File: config.mk
export PLATFORM = sky130hd
export DESIGN_NAME = pdu_reader
export DESIGN_NICKNAME = d
export VERILOG_FILES = /design/src/rtl/pdu_reader.sv
export SDC_FILE = /design/constraint.sdc
export NUM_CORES = 1
export LEC_CHECK = 0
export ABC_AREA = 1
export CORE_AREA = 2 2 438 440
export CTS_CLUSTER_SIZE = 14
export DETAILED_ROUTE_END_ITERATION = 8
export DIE_AREA = 0 0 440 442
export PLACE_DENSITY = 0.41
export SYNTH_ARGS = -nofsm -noshare
export SYNTH_HDL_FRONTEND = slang
export SYNTH_SLANG_ARGS = --single-unit
File: constraint.sdc
create_clock -name clk -period 2.1 [get_ports clk]
set_clock_uncertainty 0.05 [all_clocks]
set_input_delay 0.42 -clock clk [delete_from_list [all_inputs] [get_ports clk]]
set_output_delay 0.42 -clock clk [all_outputs]
set_load 0.03 [all_outputs]
File: src/rtl/pdu_reader.sv
// pdu_reader: drains the PCIe descriptor/packet FIFO pair filled by the RX PDU
// generator. Pops one descriptor, then exactly `size` flits, and emits them on
// a valid/ready stream tagged with the descriptor's queue ids. Framing (sop/eop)
// is checked against the descriptor size; on mismatch the offending flit is
// closed out with out_eop=out_err=1 and the rest of the packet is discarded.
//
// Ports:
//   clk, rst                   clock, synchronous active-high reset
//   pcie_desc_buf_rd_*         show-ahead descriptor FIFO read side
//   pcie_pkt_buf_rd_*          show-ahead packet (flit) FIFO read side
//   out_data/sop/eop/err       registered output flit and framing flags
//   out_dsc_queue_id,
//   out_pkt_queue_id, out_size descriptor fields, held for the whole packet
//   out_valid/out_ready        output handshake
//   err_cnt                    saturating framing-error count
//   pkt_cnt, flit_cnt          only with PDU_READER_STATS_EN defined:
//                              wrapping counts of accepted good packets/flits

package pdu_reader_pkg;
  localparam int APP_IDX_WIDTH  = 5;
  localparam int FLOW_IDX_WIDTH = 9;

  typedef struct packed {
    logic [APP_IDX_WIDTH-1:0]  dsc_queue_id;
    logic [FLOW_IDX_WIDTH-1:0] pkt_queue_id;
    logic [15:0]               size;
  } pkt_desc_t;

  typedef struct packed {
    logic [511:0] data;
    logic         sop;
    logic         eop;
  } flit_lite_t;
endpackage

module pdu_reader
  import pdu_reader_pkg::*;
#(
  parameter logic [15:0] MAX_FLITS = 16'd64,
  parameter int unsigned ERR_CNT_W = 16
) (
  input  logic                      clk,
  input  logic                      rst,
  input  pkt_desc_t                 pcie_desc_buf_rd_data,
  input  logic                      pcie_desc_buf_rd_valid,
  output logic                      pcie_desc_buf_rd_en,
  input  flit_lite_t                pcie_pkt_buf_rd_data,
  input  logic                      pcie_pkt_buf_rd_valid,
  output logic                      pcie_pkt_buf_rd_en,
  output logic [511:0]              out_data,
  output logic                      out_sop,
  output logic                      out_eop,
  output logic                      out_err,
  output logic [APP_IDX_WIDTH-1:0]  out_dsc_queue_id,
  output logic [FLOW_IDX_WIDTH-1:0] out_pkt_queue_id,
  output logic [15:0]               out_size,
  output logic                      out_valid,
  input  logic                      out_ready,
`ifdef PDU_READER_STATS_EN
  output logic [31:0]               pkt_cnt,
  output logic [31:0]               flit_cnt,
`endif
  output logic [ERR_CNT_W-1:0]      err_cnt
);

  typedef enum logic [1:0] {
    IDLE,
    STREAM,
    DROP
  } state_t;

  state_t                    state, state_nxt;
  logic [15:0]               remaining, remaining_nxt;
  logic                      first, first_nxt;

  // Descriptor fields are staged here rather than in out_* so a flit still
  // held by backpressure keeps its own tags while the next descriptor loads.
  logic [APP_IDX_WIDTH-1:0]  cur_dsc;
  logic [FLOW_IDX_WIDTH-1:0] cur_pkt;
  logic [15:0]               cur_size;

  logic can_load;
  logic desc_take;
  logic load;
  logic flit_err;
  logic err_inc;

  assign can_load = !out_valid || out_ready;

  always_comb begin
    state_nxt           = state;
    remaining_nxt       = remaining;
    first_nxt           = first;
    pcie_desc_buf_rd_en = 1'b0;
    pcie_pkt_buf_rd_en  = 1'b0;
    desc_take           = 1'b0;
    load                = 1'b0;
    flit_err            = 1'b0;
    err_inc             = 1'b0;

    case (state)
      IDLE: begin
        if (pcie_desc_buf_rd_valid) begin
          pcie_desc_buf_rd_en = 1'b1;
          desc_take           = 1'b1;
          remaining_nxt       = pcie_desc_buf_rd_data.size;
          first_nxt           = 1'b1;
          if (pcie_desc_buf_rd_data.size == 16'd0 ||
              pcie_desc_buf_rd_data.size > MAX_FLITS) begin
            err_inc = 1'b1;
          end else begin
            state_nxt = STREAM;
          end
        end
      end

      STREAM: begin
        if (pcie_pkt_buf_rd_valid && can_load) begin
          pcie_pkt_buf_rd_en = 1'b1;
          load               = 1'b1;
          flit_err = (first && !pcie_pkt_buf_rd_data.sop) ||
                     (!first && pcie_pkt_buf_rd_data.sop) ||
                     (remaining == 16'd1 && !pcie_pkt_buf_rd_data.eop) ||
                     (remaining > 16'd1 && pcie_pkt_buf_rd_data.eop);
          remaining_nxt = remaining - 16'd1;
          first_nxt     = 1'b0;
          if (flit_err) begin
            err_inc   = 1'b1;
            // An erroring flit that already carries eop ends the packet;
            // otherwise the remainder up to the next eop must be discarded.
            state_nxt = pcie_pkt_buf_rd_data.eop ? IDLE : DROP;
          end else if (remaining == 16'd1) begin
            state_nxt = IDLE;
          end
        end
      end

      DROP: begin
        if (pcie_pkt_buf_rd_valid) begin
          pcie_pkt_buf_rd_en = 1'b1;
          if (pcie_pkt_buf_rd_data.eop) begin
            state_nxt = IDLE;
          end
        end
      end

      default: state_nxt = IDLE;
    endcase

    // No FIFO pops while reset is held.
    if (rst) begin
      pcie_desc_buf_rd_en = 1'b0;
      pcie_pkt_buf_rd_en  = 1'b0;
    end
  end

  always_ff @(posedge clk) begin
    if (rst) begin
      state            <= IDLE;
      remaining        <= '0;
      first            <= 1'b0;
      cur_dsc          <= '0;
      cur_pkt          <= '0;
      cur_size         <= '0;
      out_data         <= '0;
      out_sop          <= 1'b0;
      out_eop          <= 1'b0;
      out_err          <= 1'b0;
      out_dsc_queue_id <= '0;
      out_pkt_queue_id <= '0;
      out_size         <= '0;
      out_valid        <= 1'b0;
      err_cnt          <= '0;
    end else begin
      state     <= state_nxt;
      remaining <= remaining_nxt;
      first     <= first_nxt;

      if (desc_take) begin
        cur_dsc  <= pcie_desc_buf_rd_data.dsc_queue_id;
        cur_pkt  <= pcie_desc_buf_rd_data.pkt_queue_id;
        cur_size <= pcie_desc_buf_rd_data.size;
      end

      if (load) begin
        out_data         <= pcie_pkt_buf_rd_data.data;
        out_sop          <= first;
        out_eop          <= (remaining == 16'd1) || flit_err;
        out_err          <= flit_err;
        out_dsc_queue_id <= cur_dsc;
        out_pkt_queue_id <= cur_pkt;
        out_size         <= cur_size;
        out_valid        <= 1'b1;
      end else if (out_ready) begin
        out_valid <= 1'b0;
      end

      if (err_inc && (err_cnt != '1)) begin
        err_cnt <= err_cnt + 1'b1;
      end
    end
  end

`ifdef PDU_READER_STATS_EN
  always_ff @(posedge clk) begin
    if (rst) begin
      pkt_cnt  <= '0;
      flit_cnt <= '0;
    end else if (out_valid && out_ready) begin
      flit_cnt <= flit_cnt + 32'd1;
      if (out_eop && !out_err) begin
        pkt_cnt <= pkt_cnt + 32'd1;
      end
    end
  end
`endif

endmodule

# == Word-level counts from Yosys, hierarchy flattened ==
# Cells that the tools add are included.
# word_totals
ff_bits,611
output_inout_bits,564
word_cells,83
# op_classes
addsub,2
n_lt_le_gt_ge,2
eq_ne,10
n_mux,32
reduce_logical,22
# ops
op,count
16-bit two-way mux,2
16-bit one-hot mux with 2 select lines,1
1-bit two-way mux,17
16-bit by 1-bit adder with 16-bit output (second input constant),1
16-bit by 1-bit equality test with 1-bit output (second input constant),1
16-bit by 1-bit greater-than comparator with 1-bit output (second input constant),1
16-bit by 7-bit greater-than comparator with 1-bit output (second input constant),1
16-bit logical NOT,1
2-bit two-way mux,8
16-bit inequality test (second input constant),1
16-bit by 1-bit subtractor with 16-bit output (second input constant),1
2-bit inequality test (second input constant),5
1-bit logical AND,6
1-bit logical OR,6
1-bit one-hot mux with 2 select lines,3
2-bit one-hot mux with 3 select lines,1
6-bit AND reduction,1
1-bit logical NOT,4
2-bit nonzero test,2
3-bit inequality test (second input constant),1
3-bit AND reduction,1
2-bit by 1-bit equality test with 1-bit output (second input constant),1
2-bit equality test (second input constant),1
2-bit logical NOT,1

# == Depth between registers and ports, before layout ==
# logic_depth
ltp_word,9
mapped_depth,14
mapped_depth_nobuf,13

# == Worst setup path before layout ==
# No wires, ideal clock.
# synth_timing
path_kind,register to output
from,register state[1]
to,output pcie_pkt_buf_rd_en
arrival_ns,1.869
t_required_ns,1.630
path_slack_ns,-0.239
stages_incl_launch_ff,9
n_path_buf,2
cell_sequence,dfxtp_1 -> inv_1 -> ha_1 -> inv_2 -> nor2_2 -> inv_2 -> clkbuf_1 -> clkbuf_1 -> a21oi_1
# synth_via
elab_chain_cells,3
elab_cells_between_ends,4
classes_between,2 x eq/ne; 2 x mux
# synth_rtl
item,line,source
start: declaration,72,"state_t state, state_nxt;"
start signal: assignment,175,state <= state_nxt;
2-bit equality test or 2-bit by 1-bit equality test with 1-bit output (tied branches),101,case (state)
1-bit one-hot mux with 2 select lines (*),101,
1-bit two-way mux (*),151,if (rst) begin
end: declaration,49,"output logic pcie_pkt_buf_rd_en,"
# Mark *: on every way between the ends. The rest lies on a longest branch, timed or not.

# == Worst setup path after layout ==
# layout_timing
from,register state[0]
to,output pcie_pkt_buf_rd_en
# The elaborated chain is that of the path after synthesis.

==> out/metrics.yaml <==
global_routing:
  grt_max_degree: 108
  grtUsageTotal: 0.135
  grt_antenna_before_repair: 60
  gr-total-overflow: 0
  grt_pass1_wl_mm: 187
  grt_pass1_vias: 23400
clocking:
  clk_pin_slew_worst_paths_ns: 0.06
  numCtsBuffers: 84
  htreeDepth: 3
  cts_tree: "yes"
  clk_latency_ns: 0.72
  clock-sinks: 611
  root_buffer: "clkbuf_16"
  cts_buffer_depth: 3
place:
  dpl.cell_count: 6444
  portBuffers: 1112
  dp_hpwl_mm: 109
  placed_area_sq_um: 37100
  gp_congestion: 0.854
  dp_worst_setup_slack_ns: -0.665
timing:
  grt_setup_unrepaired: "yes"
  worst_pin_slew_ns: 0.610
  slew_headroom: 0.593
  fin_crit_ns: 2.30
  drv_slew: 0
  fin_ws_ns: -0.195
  timing.final.crit_share: 1.09
  setup_violations: 2
  hold_viol: 0
  max_freq_mhz: 436
synthesis:
  synth_seq_cells: 611
  synth-edff-count: 0
  synthArstFlopShare: 0
  yosysUniqueCellTypes: 36
  yosysSeqAreaShare: 0.560
  syn-num-nets: 3405
  avgSynthCellArea_sq_um: 7.66
  synth_ff_type: "dfxtp_1"
  syn_area_sq_um: 21800
  synthCells: 2850
  yosys_warnings: 0
route:
  wirelength_mm: 136
  drcViolationCount: 0
  wl_per_cell_microns: 20.6
  dr.pass1.iters: 7
  wl_met1_mm: 52.2
  drtIter0Drc: 1147
  wl_met2_mm: 71.9
  maxUsedRoutingLayer: "met5"
  ant_nets: 0
  viasPerCell: 3.57
  route.met3.wl_mm: 8.29
  vias: 23600
finish:
  area_growth_pct: 81.3
  fin_nets: 4580
  fillers: 21200
  design_area_sq_um: 39600
  fin_cells: 6613
  drive_gt1_frac: 0.110
floorplan:
  start_util: 0.115
  io_pins: 1113
  coreArea_sq_um: 190000
  die-width_microns: 440
  die_h_microns: 442
  dieArea_sq_um: 194000
  placementRows: 160
power_and_ir_drop:
  vdd_ir_drop_max_mv: 0.524
  leakage_nw: 18.4
  p_per_area_nw_per_um2: 790
job:
  drv_cap: 0
hold_path:
  min_path_type: "in2reg"
  min_from: "rst"
  holdPathEnd: "state[1]"
  whs_path_depth: 4
critical_path:
  critPathTopFamily: "flip-flops"
  critical_path_class: "reg2out"
  crit_slowest_cell: "dfxtp_2"
  path_buf_inv: 2
  r2r-end: "out_data[169]"
  cp-start-kind: "flop"
  cp_max_fo: 3
  r2r-start: "state[1]"
  worstSetupEndpointType: "output port"
  r2r_setup_slack_ns: 0.07
  cp_cell_sequence: "inv_1 -> ha_2 -> nand2_1 -> a21oi_4 -> buf_12"
  cpPeakStageDelay_ns: 0.35
  crit_required_ns: 1.63
  rr_worst_depth: 11
  cp.arrival_ns: 1.83
run_status:
  status: "finished with violations"
  violations: "negative setup slack"
[cell usage after synthesis (3+ instances only)]
master    instances  area share
clkbuf_1        166       0.029
ha_1              6      0.0034
dfxtp_1         611        0.56
nor2_2            7      0.0020
o21ai_1          23      0.0053
inv_2             8      0.0014
o22ai_1           3     0.00086
buf_2            27      0.0062
nand3_1          31      0.0071
o21ai_0         571        0.13
buf_1             8      0.0014
nand2_2           6      0.0017
inv_1            29      0.0050
xnor2_1           8      0.0032
xor2_1            9      0.0036
nand2_1          81       0.014
a21oi_1          43      0.0099
nand4_1           5      0.0014
nor2_1         1175        0.20
nor3_1            9      0.0021
o211ai_1          4      0.0014
[per-stage QoR]
step / utilization / setup TNS [ns] / total power (W) / hold slack, ns
3_3_place_gp: 0.196 / -264.79 / 0.0171 / 0.417
3_5_place_dp: 0.196 / -261.80 / 0.0171 / 0.418
5_1_grt: 0.209 / -0.671 / 0.0327 / 0.0564
4_1_cts: 0.208 / -0.635 / 0.0319 / 0.0206
6_report: 0.209 / -0.336 / 0.0313 / 0.0809
2_1_floorplan: - / 0 / 0.0143 / 0.400
[cell type report]
cell class | count | area, sq um | share of cell area
Multi-Input combinational cell | 2000 | 8790 | 0.222
Tap cell | 2511 | 3140 | 0.0794
Clock inverter | 31 | 362 | 0.00913
Inverter | 37 | 159 | 0.00401
Sequential cell | 611 | 12200 | 0.309
Clock buffer | 121 | 2450 | 0.0619
Timing Repair Buffer | 1291 | 12400 | 0.314
Antenna cell | 11 | 27.5 | 0.000695
[worst register-to-register path: stages (launching register included)]
cell and delay [ns]:
dfxtp_2 0.33, inv_4 0.07, ha_4 0.16, inv_4 0.04
nor2_4 0.17, inv_8 0.06, buf_4 0.13, buf_4 0.20
buf_12 0.19, buf_12 0.27, nor2_1 0.17, nor2_1 0.07
[state kept, by name, indices dropped and copies added, names as in the netlist]
| name | cells |
|---|---|
| out_eop | 1 |
| out_data | 512 |
| out_valid | 1 |
| state | 2 |
| cur_dsc | 5 |
| out_pkt_queue_id | 9 |
| cur_size | 16 |
| out_size | 16 |
| out_dsc_queue_id | 5 |
| cur_pkt | 9 |
| out_err | 1 |
| first | 1 |
| out_sop | 1 |
| err_cnt | 16 |
| remaining | 16 |
[repair_timing]
action                                  4_1_cts  5_1_grt
cloned                                        0        1
setup buffers                                 4        2
endpoints found under the setup margin      528       27
gates resized for setup                     627       26
hold buffers                                  1        0
endpoints found under the hold margin         2        0
pin swaps                                     3        2
[power breakdown]
| part | switching (W) | internal (W) | total (W) |
|---|---|---|---|
| clock | 0.00603 | 0.00866 | 0.0147 |
| combinational | 0.00238 | 0.00188 | 0.00425 |
| sequential | 0.000268 | 0.0121 | 0.0123 |
| total | 0.00867 | 0.0226 | 0.0313 |
[worst max-delay path by stage]
stage,startpoint,end,slack (ns),cells past startpoint
floorplan,state[1],pcie_pkt_buf_rd_en,0.01,8
finish,state[0],pcie_pkt_buf_rd_en,-0.20,5
global route,state[1],pcie_pkt_buf_rd_en,-0.32,7
detailed placement,out_ready,out_data[45],-0.66,11
global placement,out_ready,remaining[15],-0.67,12
CTS,state[1],pcie_pkt_buf_rd_en,-0.32,7
[cells in the final DEF (no fill, tap or decap), types with 6 or more instances in the layout]
cell type        instances
nand2_1                 78
o21ai_1                 23
clkdlybuf4s50_1        547
nand3_1                 31
inv_1                   28
clkdlybuf4s15_1         25
xnor2_1                  8
nor3_1                   9
o21ai_0                571
nor2_2                  15
dlygate4sd2_1          456
diode_2                 11
clkinv_2                11
buf_4                  177
clkbuf_16               85
clkdlybuf4s15_2         35
a21oi_1                 42
clkbuf_8                19
xor2_1                   9
clkbuf_1                17
nand2_2                  6
buf_12                  47
nor2_1                1164
dfxtp_1                605
clkinvlp_4               6
[metal layers]
metal	GRT usage	vias up
met3	0.0386	218
met5	0	-
met2	0.253	716
met4	0.0316	24
li1	-	11600
met1	0.148	11000
[logic make-up (layout without fill, tap and decap cells)]
logic type               after synthesis  after routing  synth area share
AND/OR/NAND/NOR                     1323           1324             0.235
AO/OA/AOI/OAI                        653            653             0.151
flip-flops                           611            611             0.560
buffers and inverters                240           1480            0.0435
XOR/XNOR                              17             17           0.00682
adder cells (fa/ha/maj)                6              6           0.00344
other                                  0             11                 0
(Power assumes the default switching activity.)
